File: config.mk
export PLATFORM = sky130hd
export DESIGN_NAME = seg7_scan_driver
export DESIGN_NICKNAME = d
export VERILOG_FILES = /design/src/rtl/seg7_scan_driver.sv
export SDC_FILE = /design/constraint.sdc
export NUM_CORES = 1
export LEC_CHECK = 0
export ABC_CLOCK_PERIOD_IN_PS = 2800
export BUFFER_PORTS_ARGS = -buffer_cell sky130_fd_sc_hd__buf_2
export CELL_PAD_IN_SITES_DETAIL_PLACEMENT = 1
export CELL_PAD_IN_SITES_GLOBAL_PLACEMENT = 1
export CORE_ASPECT_RATIO = 1.2
export CORE_MARGIN = 4
export CORE_UTILIZATION = 45
export CTS_CLUSTER_SIZE = 20
export DETAILED_ROUTE_END_ITERATION = 6
export MAX_ROUTING_LAYER = met4
export PLACE_DENSITY_LB_ADDON = 0.2
export SLEW_MARGIN = 20
export SYNTH_ARGS = -nofsm -noshare
export SYNTH_HDL_FRONTEND = slang
export SYNTH_SLANG_ARGS = --single-unit
export TNS_END_PERCENT = 100
File: constraint.sdc
create_clock -name clk -period 2.8 [get_ports clk]
set_clock_uncertainty 0.15 [all_clocks]
set_input_delay 0.14 -clock clk [delete_from_list [all_inputs] [get_ports clk]]
set_output_delay 0.14 -clock clk [all_outputs]
set_load 0.01 [all_outputs]
File: src/rtl/seg7_scan_driver.sv
// Multiplexed seven-segment scan driver.
// Double-buffered BCD/hex value, one digit driven at a time for SCAN_DIV
// cycles, with leading-zero ripple blanking, lamp test and blanking.
// All outputs are registered from the previous cycle's index/active/controls.
module seg7_scan_driver #(
   parameter int DIGITS   = 4,
   parameter int SCAN_DIV = 1000,
   parameter int HEX_MODE = 0
) (
   input  logic                  clk,
   input  logic                  reset,
   input  logic [4*DIGITS-1:0]   data,
   input  logic                  load,
   input  logic                  LT,
   input  logic                  RBI,
   input  logic                  BI,
   output logic [6:0]            display,
   output logic [DIGITS-1:0]     dig_sel,
   output logic                  frame_done
);

   localparam int PW = $clog2(SCAN_DIV);
   localparam int IW = $clog2(DIGITS);
   localparam logic [PW-1:0] PRESC_LAST = PW'(SCAN_DIV - 1);
   localparam logic [IW-1:0] INDEX_LAST = IW'(DIGITS - 1);

   logic [PW-1:0]         r_presc;
   logic [IW-1:0]         r_index;
   logic [4*DIGITS-1:0]   r_staging;
   logic [4*DIGITS-1:0]   r_active;
   logic                  r_pending;
   logic                  r_wrap;

   logic                  w_presc_last;
   logic                  w_boundary;
   logic [DIGITS-1:0]     w_ripple;
   logic [3:0]            w_digit;
   logic                  w_blank;
   logic [DIGITS-1:0]     w_onehot;

   // Glyph lookup; codes 10-15 follow either the 7448 legacy set or hex letters.
   function automatic logic [6:0] glyph(input logic [3:0] v);
      logic [6:0] g;
      case (v)
         4'd0:  g = 7'h7E;
         4'd1:  g = 7'h30;
         4'd2:  g = 7'h6D;
         4'd3:  g = 7'h79;
         4'd4:  g = 7'h33;
         4'd5:  g = 7'h5B;
         4'd6:  g = 7'h5F;
         4'd7:  g = 7'h70;
         4'd8:  g = 7'h7F;
         4'd9:  g = 7'h73;
         4'd10: g = (HEX_MODE != 0) ? 7'h77 : 7'h0D;
         4'd11: g = (HEX_MODE != 0) ? 7'h1F : 7'h19;
         4'd12: g = (HEX_MODE != 0) ? 7'h4E : 7'h23;
         4'd13: g = (HEX_MODE != 0) ? 7'h3D : 7'h4B;
         4'd14: g = (HEX_MODE != 0) ? 7'h4F : 7'h0F;
         default: g = (HEX_MODE != 0) ? 7'h47 : 7'h00;
      endcase
      return g;
   endfunction

   assign w_presc_last = (r_presc == PRESC_LAST);
   assign w_boundary   = w_presc_last && (r_index == INDEX_LAST);
   assign w_onehot     = DIGITS'(1) << r_index;

   // Prescaler and digit index: advance to the next digit after each dwell.
   always_ff @(posedge clk or posedge reset) begin
      if (reset) begin
         r_presc <= '0;
         r_index <= '0;
      end else if (w_presc_last) begin
         r_presc <= '0;
         r_index <= (r_index == INDEX_LAST) ? '0 : r_index + IW'(1);
      end else begin
         r_presc <= r_presc + PW'(1);
      end
   end

   // Double buffer: a load always wins over the frame-boundary copy, so a load
   // landing on the boundary waits for the following frame.
   always_ff @(posedge clk or posedge reset) begin
      if (reset) begin
         r_staging <= '0;
         r_active  <= '0;
         r_pending <= 1'b0;
      end else if (load) begin
         r_staging <= data;
         r_pending <= 1'b1;
      end else if (w_boundary && r_pending) begin
         r_active  <= r_staging;
         r_pending <= 1'b0;
      end
   end

   // Ripple blanking: a digit blanks when it and every more significant digit are zero.
   always_comb begin
      logic v_zero;
      w_ripple = '0;
      v_zero   = 1'b1;
      for (int i = DIGITS - 1; i >= 0; i--) begin
         v_zero      = v_zero && (r_active[4*i +: 4] == 4'd0);
         w_ripple[i] = RBI && v_zero && (i != 0);
      end
   end

   // Select the value and blank flag of the digit currently being scanned.
   always_comb begin
      w_digit = '0;
      w_blank = 1'b0;
      for (int i = 0; i < DIGITS; i++) begin
         if (r_index == IW'(i)) begin
            w_digit = r_active[4*i +: 4];
            w_blank = w_ripple[i];
         end
      end
   end

   // Registered segment and digit-enable outputs with BI > LT > ripple > glyph priority.
   always_ff @(posedge clk or posedge reset) begin
      if (reset) begin
         display <= '0;
         dig_sel <= '0;
      end else if (BI) begin
         display <= '0;
         dig_sel <= '0;
      end else begin
         dig_sel <= w_onehot;
         if (LT)
            display <= 7'h7F;
         else if (w_blank)
            display <= '0;
         else
            display <= glyph(w_digit);
      end
   end

   // Frame pulse is delayed one stage so it lines up with dig_sel returning to digit 0.
   always_ff @(posedge clk or posedge reset) begin
      if (reset) begin
         r_wrap     <= 1'b0;
         frame_done <= 1'b0;
      end else begin
         r_wrap     <= w_boundary;
         frame_done <= r_wrap;
      end
   end

endmodule

==> results of run 1 <==
[critical path, delay by kind of cell (launching register included)]
family,cells,cell delay (ns)
compound gates,5,0.85
fa+ha+maj,2,0.48
flops,1,0.37
simple gates,1,0.30
buf+inv,2,0.26
[layout by cell type, fill, tap and decap left out, drive strengths merged, types with 6 or more instances in the layout]
cell         instances
nor2                12
nand2               16
clkbuf              13
inv                  8
a21oi                6
mux2                32
ha                  12
nor2b                6
buf                 37
o21ai                8
nand3                9
dlygate4sd3         19
dfrtp               58
[final timing paths]
check,slack [ns],depth (start not counted),startpoint,end
worst max-delay path,0.26,10,r_index[0],display[6]
worst min-delay path,0.14,2,load,r_pending
worst max register to register,0.26,10,r_index[0],display[6]
worst min register to register,0.23,0,r_wrap,frame_done
max in group asynchronous,1.67,4,reset,r_active[12]
min in group asynchronous,0.19,3,reset,r_active[5]
[layout make-up]
class,count,area [um2]
Clock buffer,13,138.9
Fill cell,620,2434
Inverter,8,30.03
Sequential cell,58,1451
Tap cell,80,100.1
Clock inverter,3,40.04
Multi-Input combinational cell,144,1164
Timing Repair Buffer,56,385.4
[state kept, by name (all words and copies together), names as in the netlist]
register    flops
r_active       16
r_presc        10
r_pending       1
r_staging      16
display         7
frame_done      1
r_index         2
dig_sel         4
r_wrap          1
[layer usage]
| layer | global-route usage [%] | wire (um) |
|---|---|---|
| met1 | 21.67 | 2583 |
| met3 | 4.669 | 170 |
| met4 | 7.434 | 87 |
| met5 | - | 0 |
| met2 | 29.82 | 2811 |
[power breakdown]
part / switching [mW] / internal (mW)
sequential: 0.0133 / 0.867
clock: 0.305 / 0.409
combinational: 0.0452 / 0.0572
[cell families (layout without fill, tap and decap cells)]
group / count (synthesis) / in the layout / synth area share [%]
simple gates: 60 / 60 / 11.76
fa+ha+maj: 12 / 12 / 5.558
compound gates: 34 / 34 / 9.032
buf+inv: 16 / 80 / 3.196
flops: 58 / 58 / 53.73
mux: 33 / 33 / 15.10
xor+xnor: 5 / 5 / 1.621
[stage by stage]
stage / utilization [%] / hold slack (ns) / setup slack, ns
final: 57.63 / 0.1366 / 0.2595
after global routing: 57.63 / 0.1639 / 0.1105
after global placement: 51.20 / -0.003227 / 0.3612
after detailed placement: 51.20 / 0.003842 / 0.2827
after CTS: 57.63 / 0.1352 / 0.2613
after floorplan: - / 0.05564 / 0.5292
==> results.py, run 1 <==
metrics = {
    "run_status": {
        "outcome": "complete, no violations",
    },
    "logic_synthesis": {
        "synth_fp_nets": 252,
        "synth.top_cell.area_share_pct": 53.73,
        "synthDominantAreaCellType": "sky130_fd_sc_hd__dfrtp_1",
        "yosysWarnings": 0,
        "yosysSeqAreaShare_pct": 53.73,
        "syn-instance-count": 218,
        "postSynth.asyncResetShare_pct": 100.0,
        "syn_area_per_cell_um2": 12.39,
        "syn-cell-area_um2": 2701,
        "post-synth-top-count-cell": "sky130_fd_sc_hd__dfrtp_1",
        "most_used_dff_post_synth": "sky130_fd_sc_hd__dfrtp_1",
        "netlist_top_cells_count": "58 x sky130_fd_sc_hd__dfrtp_1, 22 x sky130_fd_sc_hd__mux2_2, 16 x sky130_fd_sc_hd__nand2_1",
        "cell_types_with_the_largest_area_share_after_synthesis": "sky130_fd_sc_hd__dfrtp_1 54%, sky130_fd_sc_hd__mux2_2 9.2%, sky130_fd_sc_hd__ha_1 5.6%",
        "synth_enable_flop_cells": 0,
        "ys_seq_elements": 58,
        "synth_cell_type_count": 48,
    },
    "placed_design": {
        "numPortBuffers": 33,
        "placed_cell_area_um2": 2940,
        "final_weighted_congestion_in_routability_driven_placement": 0.8142,
        "place.detailed.hpwl_mm": 4.038,
        "place.detailed.instances": 327,
    },
    "cts": {
        "max_clock_buf_depth": 2,
        "clock_sink_count": 58,
        "clockRootBuffer": "sky130_fd_sc_hd__clkbuf_8",
        "clock_tree_from_tritoncts": "yes",
        "cts_resized": 0,
        "cts_hold_repair.buffers": 19,
        "source_to_sink_clock_delay_at_the_later_pin_of_the_worst_skew_pair_ns": 0.33,
        "ctsHtreeMaxLevel": 3,
        "post-cts-setup-buffers": 0,
        "numCtsBuffers": 9,
        "post_cts_clock_slew_at_the_launch_and_capture_registers_of_the_worst_setup_and_hold_paths_ns": 0.06,
    },
    "timing": {
        "fmax_ghz": 0.3936,
        "finalHoldViolations": 0,
        "unrepaired_setup_endpoints_after_global_routing": "false",
        "min_period_ns": 2.540,
        "tns_ns": 0,
        "finalSetupViolCount": 0,
        "timing.slew.headroom_pct": 61.45,
        "final_min_period_over_clock_period_pct": 90.73,
        "slew_violations": 0,
        "worst-slew-pin-transition_ns": 0.5783,
    },
    "layout": {
        "post_route_cells_drive_above_1_share_pct": 30.85,
        "design.final.nets": 311,
        "antenna-diode-count": 0,
        "finalInstanceArea_um2": 3309,
        "finish.cell_count_without_fillers": 362,
        "area_growth_syn_to_layout_pct": 22.51,
    },
    "routing": {
        "detailroute.via_count": 1857,
        "wl_mm": 5.654,
        "ant_nets": 0,
        "route.detailed.wl_per_inst_um": 15.62,
        "number_of_drc_violations_after_detailed_routing": 0,
        "dr.pass1.iters": 4,
        "first_iter_violations": 68,
        "routed_via_density": 5.130,
    },
    "floorplanning": {
        "initial_core_util_pct": 47.04,
        "dieArea_um2": 7312,
        "ios": 34,
        "core_um2": 5743,
        "rows": 30,
        "fp.dieW_um": 78.73,
        "floorplan.die.height_um": 92.88,
    },
    "min_path": {
        "worstHoldPathType": "in2reg",
    },
    "critical_path": {
        "critPathKind": "reg2reg",
        "crit_path_cell_trace": "inv_1 > ha_1 > nor2_1 > o211ai_1 > o221ai_1 > inv_1 > ha_1 > o21a_1 > a22oi_1 > o22ai_1",
        "critical_path.slowest_cell": "sky130_fd_sc_hd__dfrtp_1",
        "max_stage_delay_ns": 0.37,
        "timing.critical_path.from_type": "register",
        "worstSetupEndpointType": "register",
        "required_ns": 2.85,
        "crit_arrival_ns": 2.59,
        "critical_path_peak_fanout": 6,
    },
    "global_route": {
        "grt_max_degree": 25,
        "grt_overflow": 0,
        "first_global_vias": 2024,
        "antenna_found_initial": 0,
        "global_route_wire_length_before_repair_mm": 9.991,
        "grt_usage_pct": 18.33,
    },
    "power_and_ir_drop": {
        "worst_ir_drop_on_vdd_mv": 0.4981,
        "leakagePower_nw": 1.527,
        "total_power_mw": 1.698,
        "pwrdens_nw_per_um2": 513.0,
    },
    "job": {
        "drv_cap": 0,
    },
}
No activity file was read; power rests on OpenSTA's default activity.
==> run 2, diff against run 1 <==
- RECOVER_POWER: default -> 100
==> results.py, run 2 (synthesis results as in run 1) <==
metrics = {
    "run_status": {
        "outcome": "complete, no violations",
    },
    "critical_path": {
        "timing.critical_path.from_type": "register",
        "worstReg2RegEnd": "display[6]",
        "critPathKind": "reg2reg",
        "reg2reg_setup_slack_ns": 0.28,
        "critical_path_peak_fanout": 6,
        "required_ns": 2.85,
        "worstPathBufferInverterCount": 2,
        "crit_arrival_ns": 2.58,
        "worstSetupEndpointType": "register",
        "critical_path.slowest_cell": "sky130_fd_sc_hd__dfrtp_1",
        "max_stage_delay_ns": 0.37,
        "path_delay_family": "compound AO/OA/AOI/OAI gates",
        "r2r-start": "r_index[0]",
        "worst_r2r_path_depth": 10,
        "crit_path_cell_trace": "inv_1 > ha_1 > nor2_1 > o211ai_1 > o221ai_1 > inv_1 > ha_1 > o21a_1 > a22oi_1 > o22ai_1",
    },
    "timing": {
        "unrepaired_setup_endpoints_after_global_routing": "false",
        "tns_ns": 0,
        "finalSetupViolCount": 0,
        "worst-slew-pin-transition_ns": 1.238,
        "timing.slew.headroom_pct": 17.47,
        "slew_violations": 0,
        "fmax_ghz": 0.3965,
        "min_period_ns": 2.522,
        "final_min_period_over_clock_period_pct": 90.07,
        "finalHoldViolations": 0,
    },
    "layout": {
        "finalInstanceArea_um2": 3242,
        "post_route_cells_drive_above_1_share_pct": 21.63,
        "finish.cell_count_without_fillers": 362,
        "area_growth_syn_to_layout_pct": 20.01,
        "antenna-diode-count": 0,
        "design.final.nets": 311,
        "mostFrequentLayoutCell": "sky130_fd_sc_hd__dfrtp_1",
        "reg.largest.list": "r_active (16), r_staging (16), r_presc (10)",
        "final_cell_mix": "58 x sky130_fd_sc_hd__dfrtp_1, 22 x sky130_fd_sc_hd__mux2_2, 21 x sky130_fd_sc_hd__buf_2",
    },
    "min_path": {
        "holdPathEnd": "r_pending",
        "hold-path-cell-count": 2,
        "worstHoldPathType": "in2reg",
        "min-delay-start": "load",
    },
    "routing": {
        "ant_nets": 0,
        "routed_via_density": 5.075,
        "wl_mm": 5.636,
        "detailroute.via_count": 1837,
        "number_of_drc_violations_after_detailed_routing": 0,
        "dr.pass1.iters": 4,
        "first_iter_violations": 62,
        "route.detailed.wl_per_inst_um": 15.57,
    },
    "placed_design": {
        "numPortBuffers": 33,
        "final_weighted_congestion_in_routability_driven_placement": 0.8142,
        "place.detailed.hpwl_mm": 4.038,
        "place.detailed.instances": 327,
        "placed_cell_area_um2": 2940,
    },
    "global_route": {
        "grt_use_met2_pct": 29.82,
        "first_global_vias": 2024,
        "global_route_wire_length_before_repair_mm": 9.991,
        "grt_busiest_layer": "met2",
        "grt_max_degree": 25,
        "grtUsageMet1_pct": 21.67,
        "gr-usage-met3_pct": 4.669,
        "grt_overflow": 0,
        "antenna_found_initial": 0,
        "grt_usage_pct": 18.33,
    },
    "cts": {
        "clock_tree_from_tritoncts": "yes",
        "cts_resized": 0,
        "post_cts_clock_slew_at_the_launch_and_capture_registers_of_the_worst_setup_and_hold_paths_ns": 0.06,
        "clockRootBuffer": "sky130_fd_sc_hd__clkbuf_8",
        "post-cts-setup-buffers": 0,
        "numCtsBuffers": 9,
        "clock_sink_count": 58,
        "source_to_sink_clock_delay_at_the_later_pin_of_the_worst_skew_pair_ns": 0.33,
        "ctsHtreeMaxLevel": 3,
        "max_clock_buf_depth": 2,
    },
    "floorplanning": {
        "initial_core_util_pct": 47.04,
        "core_um2": 5743,
        "floorplan.die.height_um": 92.88,
        "fp.dieW_um": 78.73,
        "ios": 34,
        "rows": 30,
        "dieArea_um2": 7312,
    },
    "job": {
        "drv_cap": 0,
    },
    "power_and_ir_drop": {
        "pwrdens_nw_per_um2": 523.2,
        "worst_ir_drop_on_vdd_mv": 0.4876,
        "leakagePower_nw": 1.478,
    },
}
run 2: changes by cell type in the layout (fill, tap and decap cells not counted), sizes merged:
cell	previous run	this run
clkbuf	13	29
buf	37	21
run 2: routing by layer:
layer | vias up | wire length [um]
met5 | - | 0
met2 | 33 | 2790
met1 | 909 | 2579
met4 | 0 | 87
li1 | 886 | -
met3 | 9 | 179
run 2: cell type report:
type	count	area (um2)
fill	634	2501
tap	80	100.1
inverter	8	30.03
sequential	58	1451
timing repair buffer	56	356.6
clock buffer	13	138.9
clock inverter	3	40.04
multi-input combinational	144	1125
run 2: stage by stage:
step	worst slack (ns)	hold slack (ns)	util [%]	power [mW]
after detailed placement	0.2827	0.003842	51.20	0.9810
after floorplan	0.5292	0.05564	-	0.9429
after CTS	0.2613	0.1352	57.63	1.722
final	0.2781	0.1369	56.45	1.696
after global routing	0.06659	0.1639	56.45	1.782
after global placement	0.3612	-0.003227	51.20	0.9774
run 2: what timing repair did:
action	CTS	global route
hold buffers	19	0
endpoints found under the hold margin	39	0
setup endpoints to repair	0	0
run 2: where the power goes:
| part | switching [mW] | total (mW) | internal [mW] | leakage [nW] |
|---|---|---|---|---|
| clock network | 0.308 | 0.717 | 0.409 | 0.0914 |
| logic | 0.0451 | 0.0989 | 0.0538 | 0.650 |
| registers | 0.0129 | 0.880 | 0.867 | 0.736 |
run 2: how the worst max path moves through the flow:
stage | from | end | slack, ns | cells after the start
2_1_floorplan | r_index[0] | display[6] | 0.53 | 10
3_3_place_gp | r_index[0] | display[6] | 0.36 | 10
3_5_place_dp | r_index[0] | display[6] | 0.28 | 10
4_1_cts | r_index[0] | display[6] | 0.26 | 10
5_1_grt | r_index[1] | display[6] | 0.07 | 10
6_report | r_index[0] | display[6] | 0.28 | 10
